===== config.mk =====
export PLATFORM = sky130hd
export DESIGN_NAME = axi_switch_srl_fifo_ctrl
export DESIGN_NICKNAME = d
export VERILOG_FILES = /design/src/rtl/axi_switch_srl_fifo_pkg.sv /design/src/rtl/axi_switch_srl_fifo_ctrl_bit.sv /design/src/rtl/axi_switch_srl_fifo_ctrl.sv
export SDC_FILE = /design/constraint.sdc
export NUM_CORES = 1
export LEC_CHECK = 0
export ABC_AREA = 1
export BUFFER_PORTS_ARGS = -buffer_cell sky130_fd_sc_hd__clkbuf_2
export CORE_MARGIN = 2
export CORE_UTILIZATION = 50
export DETAILED_ROUTE_END_ITERATION = 6
export GPL_ROUTABILITY_DRIVEN = 0
export MAX_ROUTING_LAYER = met4
export PLACE_DENSITY = 0.64
export REMOVE_ABC_BUFFERS = 1
export SETUP_SLACK_MARGIN = 0.2
export SLEW_MARGIN = 15
export SYNTH_ARGS = -nofsm -noshare
export SYNTH_HDL_FRONTEND = slang
export SYNTH_SLANG_ARGS = --single-unit

===== constraint.sdc =====
create_clock -name clk -period 76.7 [get_ports clk]
set_input_delay 3.835 -clock clk [delete_from_list [all_inputs] [get_ports clk]]
set_output_delay 3.835 -clock clk [all_outputs]
set_load 0.02 [all_outputs]

===== src/rtl/axi_switch_srl_fifo_pkg.sv =====
// Shared types and helpers for the SRL-based valid/ready FIFO.
// Optional occupancy output is enabled with AXI_SWITCH_SRL_FIFO_LEVEL_EN.
package axi_switch_srl_fifo_pkg;

    // Controller states: output register empty, output register only, SRL holding beats too
    typedef enum logic [1:0] {
        ST_EMPTY = 2'd0,
        ST_OUT   = 2'd1,
        ST_SRL   = 2'd2
    } state_e;

    // Number of entries in one SRL for a given address width
    function automatic int srl_depth(input int a_width);
        return 1 << a_width;
    endfunction

    // Occupancy counter width: must represent 0..DEPTH inclusive
    function automatic int cnt_width(input int a_width);
        return a_width + 1;
    endfunction

endpackage


===== src/rtl/axi_switch_srl_fifo_ctrl_bit.sv =====
// One bit of SRL storage: DEPTH-deep shift register with a random-access read tap.
// Deliberately has no reset so it maps onto SRL primitives.
module axi_switch_srl_bit
    import axi_switch_srl_fifo_pkg::*;
#(
    parameter int A_WIDTH = 5
) (
    input  logic               clk,
    input  logic [A_WIDTH-1:0] a,
    input  logic               ce,
    input  logic               d,
    output logic               q
);

    localparam int DEPTH = srl_depth(A_WIDTH);

    logic [DEPTH-1:0] srl_q;

    // New bit enters at index 0; older bits move toward higher indices
    always_ff @(posedge clk) begin
        if (ce) begin
            srl_q <= {srl_q[DEPTH-2:0], d};
        end
    end

    assign q = srl_q[a];

endmodule


===== src/rtl/axi_switch_srl_fifo_ctrl.sv =====
// Valid/ready FIFO: SRL storage plus a registered output stage.
// Capacity is DEPTH+1 beats (DEPTH in the SRL, one in the output register).
// Define AXI_SWITCH_SRL_FIFO_LEVEL_EN to add the registered 'level' occupancy port.
module axi_switch_srl_fifo_ctrl
    import axi_switch_srl_fifo_pkg::*;
#(
    parameter int C_WIDTH   = 32,
    parameter int C_A_WIDTH = 5
) (
    input  logic               clk,
    input  logic               resetn,
    input  logic               s_valid,
    output logic               s_ready,
    input  logic [C_WIDTH-1:0] s_payload,
    output logic               m_valid,
    input  logic               m_ready,
    output logic [C_WIDTH-1:0] m_payload
`ifdef AXI_SWITCH_SRL_FIFO_LEVEL_EN
   ,output logic [C_A_WIDTH:0] level
`endif
);

    localparam int DEPTH = srl_depth(C_A_WIDTH);
    localparam int CW    = cnt_width(C_A_WIDTH);

    state_e             state_q, state_d;
    logic [CW-1:0]      cnt_q, cnt_d;
    logic               m_valid_q, m_valid_d;
    logic               s_ready_q, s_ready_d;
    logic [C_WIDTH-1:0] m_payload_q, m_payload_d;

    logic               push;
    logic               pop;
    logic               srl_ce;
    logic [C_A_WIDTH-1:0] srl_addr;
    logic [C_WIDTH-1:0] srl_q;

    assign push = s_valid & s_ready_q;
    assign pop  = m_valid_q & m_ready;

    // Oldest SRL entry sits at cnt-1; the read uses the pre-shift count
    assign srl_addr = C_A_WIDTH'(cnt_q - CW'(1));

    // A beat goes into the SRL whenever it cannot bypass straight into the output register
    assign srl_ce = push & ((state_q == ST_SRL) | ((state_q == ST_OUT) & ~pop));

    // Storage: one SRL per payload bit, all sharing shift enable and read address
    for (genvar i = 0; i < C_WIDTH; i++) begin : g_srl
        axi_switch_srl_bit #(
            .A_WIDTH (C_A_WIDTH)
        ) u_srl_bit (
            .clk (clk),
            .a   (srl_addr),
            .ce  (srl_ce),
            .d   (s_payload[i]),
            .q   (srl_q[i])
        );
    end

    // Next-state, occupancy and output-register load decisions
    always_comb begin
        state_d     = state_q;
        cnt_d       = cnt_q;
        m_valid_d   = m_valid_q;
        m_payload_d = m_payload_q;
        case (state_q)
            ST_EMPTY: begin
                if (push) begin
                    m_payload_d = s_payload;
                    m_valid_d   = 1'b1;
                    state_d     = ST_OUT;
                end
            end
            ST_OUT: begin
                if (push && pop) begin
                    m_payload_d = s_payload;
                end else if (push) begin
                    cnt_d   = CW'(1);
                    state_d = ST_SRL;
                end else if (pop) begin
                    m_valid_d = 1'b0;
                    state_d   = ST_EMPTY;
                end
            end
            ST_SRL: begin
                if (pop) begin
                    m_payload_d = srl_q;
                    if (!push) begin
                        cnt_d = cnt_q - CW'(1);
                        if (cnt_q == CW'(1)) begin
                            state_d = ST_OUT;
                        end
                    end
                end else if (push) begin
                    cnt_d = cnt_q + CW'(1);
                end
            end
            default: begin
                state_d   = ST_EMPTY;
                cnt_d     = '0;
                m_valid_d = 1'b0;
            end
        endcase
    end

    // Ready depends only on the next count, never on m_ready directly
    always_comb begin
        s_ready_d = (cnt_d != CW'(DEPTH));
    end

    // Control and output registers; SRL contents are intentionally left out of reset
    always_ff @(posedge clk or negedge resetn) begin
        if (!resetn) begin
            state_q     <= ST_EMPTY;
            cnt_q       <= '0;
            m_valid_q   <= 1'b0;
            s_ready_q   <= 1'b0;
            m_payload_q <= '0;
        end else begin
            state_q     <= state_d;
            cnt_q       <= cnt_d;
            m_valid_q   <= m_valid_d;
            s_ready_q   <= s_ready_d;
            m_payload_q <= m_payload_d;
        end
    end

    assign s_ready   = s_ready_q;
    assign m_valid   = m_valid_q;
    assign m_payload = m_payload_q;

`ifdef AXI_SWITCH_SRL_FIFO_LEVEL_EN
    logic [CW-1:0] level_q;

    // Total occupancy including the output register, updated alongside cnt
    always_ff @(posedge clk or negedge resetn) begin
        if (!resetn) begin
            level_q <= '0;
        end else begin
            level_q <= cnt_d + CW'(m_valid_d);
        end
    end

    assign level = level_q;
`endif

`ifndef SYNTHESIS
    // Simulation-only guards against overfill and counter underflow
    always_ff @(posedge clk) begin
        if (resetn) begin
            assert (!(push && srl_ce && (cnt_q == CW'(DEPTH))));
            assert (!(pop && (state_q == ST_SRL) && (cnt_q == '0)));
        end
    end
`endif

endmodule


* Word level (Yosys, flattened, before mapping)
Cells that the tools add are included.
** Storage, ports and cells
- Register bits after elaboration :: 1066
- Input bits :: 36
- Output and inout bits :: 34
- Word-level logic and storage cells :: 153
** Operators by class
- Add/sub/neg operators :: 2
- Eq/ne operators :: 13
- Bitwise gates (word level) :: 7
- Reductions and logical operators :: 6
- Order comparisons :: 1
- Mux-type cells :: 87
** Operator list (count)
- binary-select mux 1 bit (select 5 bit) :: 32
- 2-to-1 mux 32 bit :: 3
- one-hot mux 32 bit (3 select lines) :: 1
- 2-to-1 mux 1 bit :: 36
- 2-to-1 mux 6 bit :: 5
- one-hot mux 6 bit (3 select lines) :: 1
- 2-to-1 mux 2 bit :: 7
- != test 2 bit, second input constant :: 6
- adder 6 x 1 -> 6 bit, second input constant :: 1
- equality test 6 x 1 -> 1 bit, second input constant :: 1
- < comparator 5 x 6 -> 1 bit, second input constant :: 1
- != test 6 bit, second input constant :: 1
- one-hot mux 2 bit (3 select lines) :: 1
- AND reduction 6 bit :: 1
- subtractor 6 x 1 -> 6 bit, second input constant :: 1
- AND reduction 5 bit :: 1
- bitwise AND 1 bit :: 4
- != test 2 x 1 -> 1 bit, second input constant :: 2
- AND reduction 4 bit :: 1
- != test 3 bit, second input constant :: 1
- one-hot mux 1 bit (3 select lines) :: 1
- nonzero test 3 bit :: 1
- equality test 2 x 1 -> 1 bit, second input constant :: 1
- equality test 2 bit, second input constant :: 1
- other kinds (4) :: 5

* Longest topological paths before layout
Gate-level depths: netlist of the first run.
- Word-level depth :: 5
- Gate-level depth with buffers :: 15
- Gate-level depth less buffers :: 12

* Hierarchy
A second synthesis of the first run with hierarchy kept.
** Unflattened totals
- Cell total of the unflattened synthesis :: 3830
- Area, all modules :: 45058.2 µm²
** By module, submodules not included
- axi_switch_srl_bit :: instances 32, area an instance 1336.3 µm², cells each 110, seq. area each 960.9 µm²
- axi_switch_srl_fifo_ctrl :: instances 1, area an instance 2297.2 µm², cells each 310, seq. area each 1051.0 µm²

* Worst setup path after synthesis of the first run
No wires, ideal clock.
- Kind :: input port to flip-flop
- From :: input s_valid
- To :: register g_srl[0].u_srl_bit.srl_q[0] (enable)
- Setup time :: 2779 ps
- Arrival time :: 53710 ps
- Path slack :: 20210 ps
- Stages on the path :: 4
- Buffers on the path :: 0
- Path through :: nand2_2 inv_1 nand2_1 o22ai_1
** On the way
- Longest elaborated chain between the ends :: 2
** Ends and longest elaborated chain
- start: declaration :: line axi_switch_srl_fifo_ctrl.sv:12 : input logic s_valid,
- bitwise AND 1 bit :: line axi_switch_srl_fifo_ctrl.sv:38 : assign push = s_valid & s_ready_q;
- bitwise AND 1 bit :: line axi_switch_srl_fifo_ctrl.sv:45 : assign srl_ce = push & ((state_q == ST_SRL) | ((state_q == ST_OUT) & ~pop));
- named net g_srl[0].u_srl_bit.ce :: line axi_switch_srl_fifo_ctrl_bit.sv:10 : input logic ce,
- end signal: assignment :: line axi_switch_srl_fifo_ctrl_bit.sv:22 : srl_q <= {srl_q[DEPTH-2:0], d};
- end: declaration :: line axi_switch_srl_fifo_ctrl_bit.sv:17 : logic [DEPTH-1:0] srl_q;
The timed path passes the listed nets, and every way through them passes these cells.
A chain may end at the register's enable or synchronous reset.

* Worst setup path after layout of the first run
- From :: input s_valid
- To :: register g_srl[25].u_srl_bit.srl_q[26] (enable)
** On the way
- Longest elaborated chain between the ends :: 2
** Ends and longest elaborated chain (line)
- bitwise AND 1 bit :: axi_switch_srl_fifo_ctrl.sv:38
- bitwise AND 1 bit :: axi_switch_srl_fifo_ctrl.sv:45
- named net g_srl[0].u_srl_bit.ce :: axi_switch_srl_fifo_ctrl_bit.sv:10
- end signal: assignment :: axi_switch_srl_fifo_ctrl_bit.sv:22
- end: declaration :: axi_switch_srl_fifo_ctrl_bit.sv:17
The timed path passes the listed nets, and every way through them passes these cells.

==> results of run 1 <==
[cells in the mapped netlist]
| cell type | n | share of area, % |
|---|---|---|
| nor2_1 | 41 | 0.35 |
| nand4_1 | 2 | 0.029 |
| clkbuf_1 | 44 | 0.38 |
| dfrtp_1 | 42 | 2.4 |
| a31oi_1 | 1 | 0.014 |
| nand3_1 | 754 | 8.7 |
| inv_1 | 24 | 0.21 |
| inv_2 | 4 | 0.035 |
| xor2_1 | 1 | 0.020 |
| nand2_2 | 3 | 0.043 |
| o211ai_1 | 2 | 0.035 |
| a21oi_1 | 67 | 0.77 |
| and3_1 | 1 | 0.014 |
| clkbuf_2 | 1 | 0.012 |
| nand3b_1 | 1 | 0.017 |
| edfxtp_1 | 1024 | 71 |
| o22ai_1 | 2 | 0.029 |
| ha_1 | 5 | 0.14 |
| nor3_1 | 1 | 0.012 |
| buf_4 | 28 | 0.48 |
| nand2_1 | 1570 | 14 |
| buf_2 | 144 | 1.7 |
| buf_6 | 3 | 0.078 |
| o21ai_0 | 8 | 0.092 |
| buf_1 | 12 | 0.10 |
| xnor2_2 | 1 | 0.037 |
[area by class of cell]
type / count / area, µm² / area share, %
clock buffers: 136 / 2930 / 6.11
inverters: 28 / 123 / 0.256
well taps: 1155 / 1450 / 3.01
flip-flops and latches: 1066 / 31800 / 66.3
clock inverters: 67 / 588 / 1.23
diodes: 2 / 5.00 / 0.0104
multi-input cells: 2460 / 10400 / 21.7
repair buffers: 101 / 661 / 1.38
[logic make-up after synthesis]
kind of cell | count (synthesis) | share of synthesized area [%]
adders and majority gates | 5 | 0.144
xor gates and xnor gates | 2 | 0.0576
buffers and inverters | 260 | 2.96
DFF | 1066 | 73.2
AOI/OAI and AO/OA | 80 | 0.942
and+or+nand+nor | 2373 | 22.7
[through the flow]
stage / util, % / cells
floorplan: - / 3554
finish: 55.5 / 5015
global placement: 51.4 / 4810
global route: 55.5 / 5015
detailed placement: 51.4 / 4810
CTS: 55.5 / 5013
[sequential cells by signal (all words and copies together), names as in the netlist]
name and flops:
g_srl.u_srl_bit.srl_q 1024, m_payload 32, cnt_q 6, state_q 2
m_valid 1, s_ready 1
[routing by layer]
metal  wire length (µm)  track usage (%)  up-vias
met1              43000             30.9    13400
li1                   -                -    13100
met5                  0                -        -
met2              42900             31.5      751
met3               5330             2.99      122
met4               1830             5.95        0
[worst max path at each step]
| stage | from | endpoint | slack, ns |
|---|---|---|---|
| floorplan | s_valid | g_srl[0].u_srl_bit.srl_q[0] | 20.21 |
| global placement | s_valid | g_srl[26].u_srl_bit.srl_q[13] | 68.27 |
| detailed placement | s_valid | g_srl[15].u_srl_bit.srl_q[10] | 68.22 |
| CTS | s_valid | g_srl[25].u_srl_bit.srl_q[3] | 68.97 |
| global route | s_valid | g_srl[15].u_srl_bit.srl_q[11] | 68.61 |
| finish | s_valid | g_srl[25].u_srl_bit.srl_q[26] | 68.96 |
[power by group through the flow]
stage	Combinational, mW	Clock (mW)	Sequential [mW]
2_1_floorplan	0.636	0	1.44
4_1_cts	0.875	0.536	1.01
3_5_place_dp	0.871	0	1.01
3_3_place_gp	0.864	0	1.01
6_report	0.866	0.525	1.01
5_1_grt	0.973	0.557	1.03
[worst max-delay path, stage by stage]
cell and delay (ns):
clkbuf_2 0.09, nand2_2 0.14, inv_1 0.19, nand2_1 0.15, o22ai_4 0.18, buf_12 0.69
buf_4 0.86, buf_4 0.94, buf_4 0.78
==> run summary, run 1 <==
Outcome = finished, final reports clean
Worst setup SP type = primary input
Reg2reg path depth = 11
CTS buffer count = 108
Worst Path Max Fanout = 175
Critical Path RT = 76.98 ns
Crit path time final = 7.74 ns
Routed wire length = 93.0 mm
Hpwl dp = 42.9 mm
Pleak = 18.0 nW
Max-slew headroom = 18.6%
Hold Crit Endpoint = g_srl[12].u_srl_bit.srl_q[14]
Min-Delay Path Depth = 0
Fin nets = 3,806
# IOs = 70
Switch Pwr = 0.948 mW
Total Routing Usage GR = 21.2%
Number of global-route vias before repair = 25,900
First-pass GRT wire length = 147 mm
Core Footprint = 0.0865 mm²
Post-CTS Resized = 0
Worst Path Arrival = 8.03 ns
Vias post-DR = 27,400
Tcrit/Tclk final = 10.1%
Max Cap Viol = 0
DRT iter0 DRCs = 2,893
DP Area = 0.0445 mm²
Achievable Freq = 129 MHz
Comb power frac = 36.1%
Reg-to-Reg End = m_payload[14]
Drt pass-1 iters = 7
Worst slew pin tran = 1.22 ns
Post-synthesis cell count = 3,786
CTS Buffer Depth = 3
Commonest non-fill, non-tap cell in the layout = nand2_1
Hold buffer count at CTS = 0
Skew final = 0.0242 ns
RSZ-0062 raised after global routing = false
Placement Setup Slack = 68.22 ns
# DRC = 0
Clock power share = 21.9%
Site Rows = 108
Post-synthesis sequential element count = 1,066
Area Growth Syn to Fin = 10.4%
Die W = 299 µm
Initial Util = 50.2%
Clock-pin slew on the worst setup and hold paths = 0.06 ns
Worst-Skew Late Latency = 0.67 ns
Hold Path Origin = g_srl[12].u_srl_bit.srl_q[13]
Worst setup margin = 68.96 ns
Vias per cell = 5.46
Layout cells sized above 1 = 7.21%
Internal Power = 1.45 mW
Total chip power = 2.40 mW
Initial antenna violation count = 3
Endpoint type of the worst setup path = flop
Root Buffer = clkbuf_16
Clk sink count = 1,066
Die area = 0.0893 mm²
PortBufs = 69
Final setup fails = 0
Fillers = 7,159
Largest net degree at the start of global routing = 204
Hold WS = 0.426 ns
Synth cell types = 26
Post-route ant nets = 0
Grt total ovfl = 0
Seq pwr share = 41.9%
Post-CTS Setup Bufs = 0
Die height = 299 µm
Reg2reg start = cnt_q[0]
H-tree Lvls = 3
Setup TNS Final = 0 ns
Post-Syn Area = 0.0435 mm²
Commonest cells after routing, fill and taps aside = 1,569 x nand2_1, 1,024 x edfxtp_1, 754 x nand3_1
Hold WC Path Type = flop to flop
Critical path class = primary input to flop
CTS tree = yes
PD cells = 49.9 mW/mm²
Final hold violations = 0
Max Slew Vio Count = 0
Switching share of power = 39.6%
Finished Cell Area = 0.0480 mm²
Ys Warns = 0
Post-synthesis sequential area ratio = 73.2%
Maximum vdd ir drop = 0.0000567 V
Mean cell area of the mapped netlist = 11.5 µm²
Reg2reg setup slack = 71.53 ns
DR WL/cell = 18.5 µm
Note: power is estimated with default switching activity, not from simulation.
==> run 2, diff against run 1 <==
--- a/config.mk
+++ b/config.mk
@@ -5,7 +5,7 @@
 export SDC_FILE = /design/constraint.sdc
 export NUM_CORES = 1
 export LEC_CHECK = 0
-export ABC_AREA = 1
+export ABC_AREA = 0
 export BUFFER_PORTS_ARGS = -buffer_cell sky130_fd_sc_hd__clkbuf_2
 export CORE_MARGIN = 2
 export CORE_UTILIZATION = 50
==> constraint.sdc (replaced) <==
create_clock -name clk -period 7.5 [get_ports clk]
set_input_delay 0.375 -clock clk [delete_from_list [all_inputs] [get_ports clk]]
set_output_delay 0.375 -clock clk [all_outputs]
set_load 0.02 [all_outputs]
==> run summary, run 2 <==
Outcome = finished, final reports clean
Core Footprint = 0.0816 mm²
Layout Cells excl Fill = 3,174
Critical Path RT = 8.02 ns
Number of global-route vias before repair = 20,000
PortBufs = 69
Final core occ = 56.7%
Synth cell types = 48
Post-synthesis sequential area ratio = 77.6%
Setup TNS Final = 0 ns
Met2 Resource Use GR = 27.7%
Post-route ant nets = 0
Total Routing Usage GR = 19.1%
Tcrit/Tclk final = 58.1%
Pleak = 14.9 nW
Fillers = 5,917
Site Rows = 105
Cell with the most instances after synthesis = edfxtp_1
Area Growth Syn to Fin = 12.8%
# IOs = 70
Critical path class = flop to flop
Final hold violations = 0
Worst Path Arrival = 4.87 ns
Worst setup SP type = flop
# DRC = 0
Hpwl dp = 39.6 mm
CTS Buffer Depth = 3
Initial antenna violation count = 0
Worst Path Max Fanout = 53
Routed wire length = 77.3 mm
Post-synthesis cell count = 1,887
CTS tree = yes
Post-synthesis sequential element count = 1,066
Ys Warns = 0
Antenna diodes = 0
CTS buffer count = 107
Initial Util = 50.3%
DP Area = 0.0426 mm²
RSZ-0062 raised after global routing = false
Root Buffer = clkbuf_16
Finished Cell Area = 0.0463 mm²
Fin nets = 2,057
Met1 usage = 28.8%
Max-slew headroom = 19.6%
Total chip power = 21.3 mW
Worst slew pin tran = 1.21 ns
Max FFs per register = 1,024
Maximum vdd ir drop = 0.000571 V
Skew final = 0.0193 ns
Hold buffer count at CTS = 33
Post-Syn Area = 0.0410 mm²
Predominant post-synthesis flop cell = edfxtp_1
Fraction of registers with async set/reset = 3.94%
Hold WC Path Type = primary input to flop
Commonest non-fill, non-tap cell in the layout = edfxtp_1
Biggest register = g_srl.u_srl_bit.srl_q
Max Slew Vio Count = 0
Vias post-DR = 19,200
First-pass GRT wire length = 121 mm
Commonest cells after routing, fill and taps aside = 1,024 x edfxtp_1, 256 x mux4_2, 109 x clkbuf_16
DRT iter0 DRCs = 1,845
Post-CTS Setup Bufs = 0
Die area = 0.0843 mm²
PD cells = 461 mW/mm²
Met3 usage = 2.96%
DR WL/cell = 24.4 µm
Drt pass-1 iters = 5
Max Cap Viol = 0
Achievable Freq = 230 MHz
Layout cells sized above 1 = 24.8%
Largest net degree at the start of global routing = 189
Post-CTS Resized = 0
Crit path time final = 4.36 ns
Clk sink count = 1,066
Cell taking the most area after synthesis = edfxtp_1
Post-synth EDFFs = 1,024
Die W = 290 µm
Vias per cell = 6.04
H-tree Lvls = 3
GR peak layer = met1
Synth cell count leaders = 1,024 x edfxtp_1, 256 x mux4_2, 105 x nand2_1
Final setup fails = 0
Die height = 290 µm
Worst-Skew Late Latency = 0.65 ns
Most area-consuming cells after synthesis = edfxtp_1 75%, mux4_2 14%, dfrtp_1 2.6%
Grt total ovfl = 0
Post-synth top area share = 75.0%
Clock-pin slew on the worst setup and hold paths = 0.06 ns
Mean cell area of the mapped netlist = 21.7 µm²
Placed cell count = 2,944
Endpoint type of the worst setup path = flop
run 2: cell count changes in the layout (fill, tap and decap cells not counted), moves of 30 or more:
cell           delta
o31ai_1          +31
a221oi_1         +32
a21oi_1          -30
mux2i_1          +34
nand3_1         -745
mux4_2          +256
nor2b_1          +31
dlygate4sd3_1    +33
a211oi_1         +33
a32o_1           +31
nand2_1        -1465
run 2: cell type report:
| cell class | instances | area, µm² | share of cell area [%] |
|---|---|---|---|
| clock buffer | 138 | 2870 | 6.20 |
| tap | 1070 | 1340 | 2.89 |
| sequential | 1066 | 31800 | 68.8 |
| clock inverter | 59 | 510 | 1.10 |
| multi-input combinational | 701 | 8720 | 18.9 |
| inverter | 9 | 33.8 | 0.0730 |
| timing repair buffer | 131 | 981 | 2.12 |
run 2: final timing paths:
kind,from,to,slack (ns),depth (start not counted)
max reg2reg,cnt_q[0],m_payload[25],3.14,8
min,s_valid,state_q[0],0.35,4
min in group asynchronous,resetn,m_payload[6],0.50,3
max,cnt_q[0],m_payload[25],3.14,8
min reg2reg,g_srl[7].u_srl_bit.srl_q[6],g_srl[7].u_srl_bit.srl_q[7],0.42,0
max in group asynchronous,resetn,cnt_q[0],6.28,3
run 2: routing by layer:
| metal | vias up | wire length (µm) |
|---|---|---|
| li1 | 8204 | - |
| met1 | 10300 | 35800 |
| met2 | 538 | 36000 |
| met3 | 97 | 4300 |
| met4 | 0 | 1220 |
| met5 | - | 0 |
run 2: worst max-delay path, cell delays in order (launching register included):
cell and delay, ns:
dfrtp_4 0.79, buf_4 0.77, buf_4 0.91, nor2_1 0.09, o21a_1 0.26, o32ai_4 0.22, buf_4 0.66, a32o_1 0.28
o31ai_1 0.09
run 2: report_power, final:
part | switching (mW) | leakage (nW) | internal [mW]
Sequential | 0.760 | 9.96 | 8.67
Combinational | 3.88 | 3.28 | 2.84
Clock | 2.19 | 1.66 | 2.99
run 2: metrics by stage:
step	setup WS, ns	hold WS (ns)
after floorplan	-45.29	0.0794
after global placement	3.06	0.422
after detailed placement	2.99	0.428
after CTS	2.99	0.298
after global routing	2.67	0.392
final	3.14	0.351
run 2: cells by family after synthesis:
family          synth area share, %
simple gates                   2.21
mux                            14.9
xor+xnor                      0.110
buf+inv                        1.41
fa+ha+maj                     0.153
flops                          77.6
compound gates                 3.63
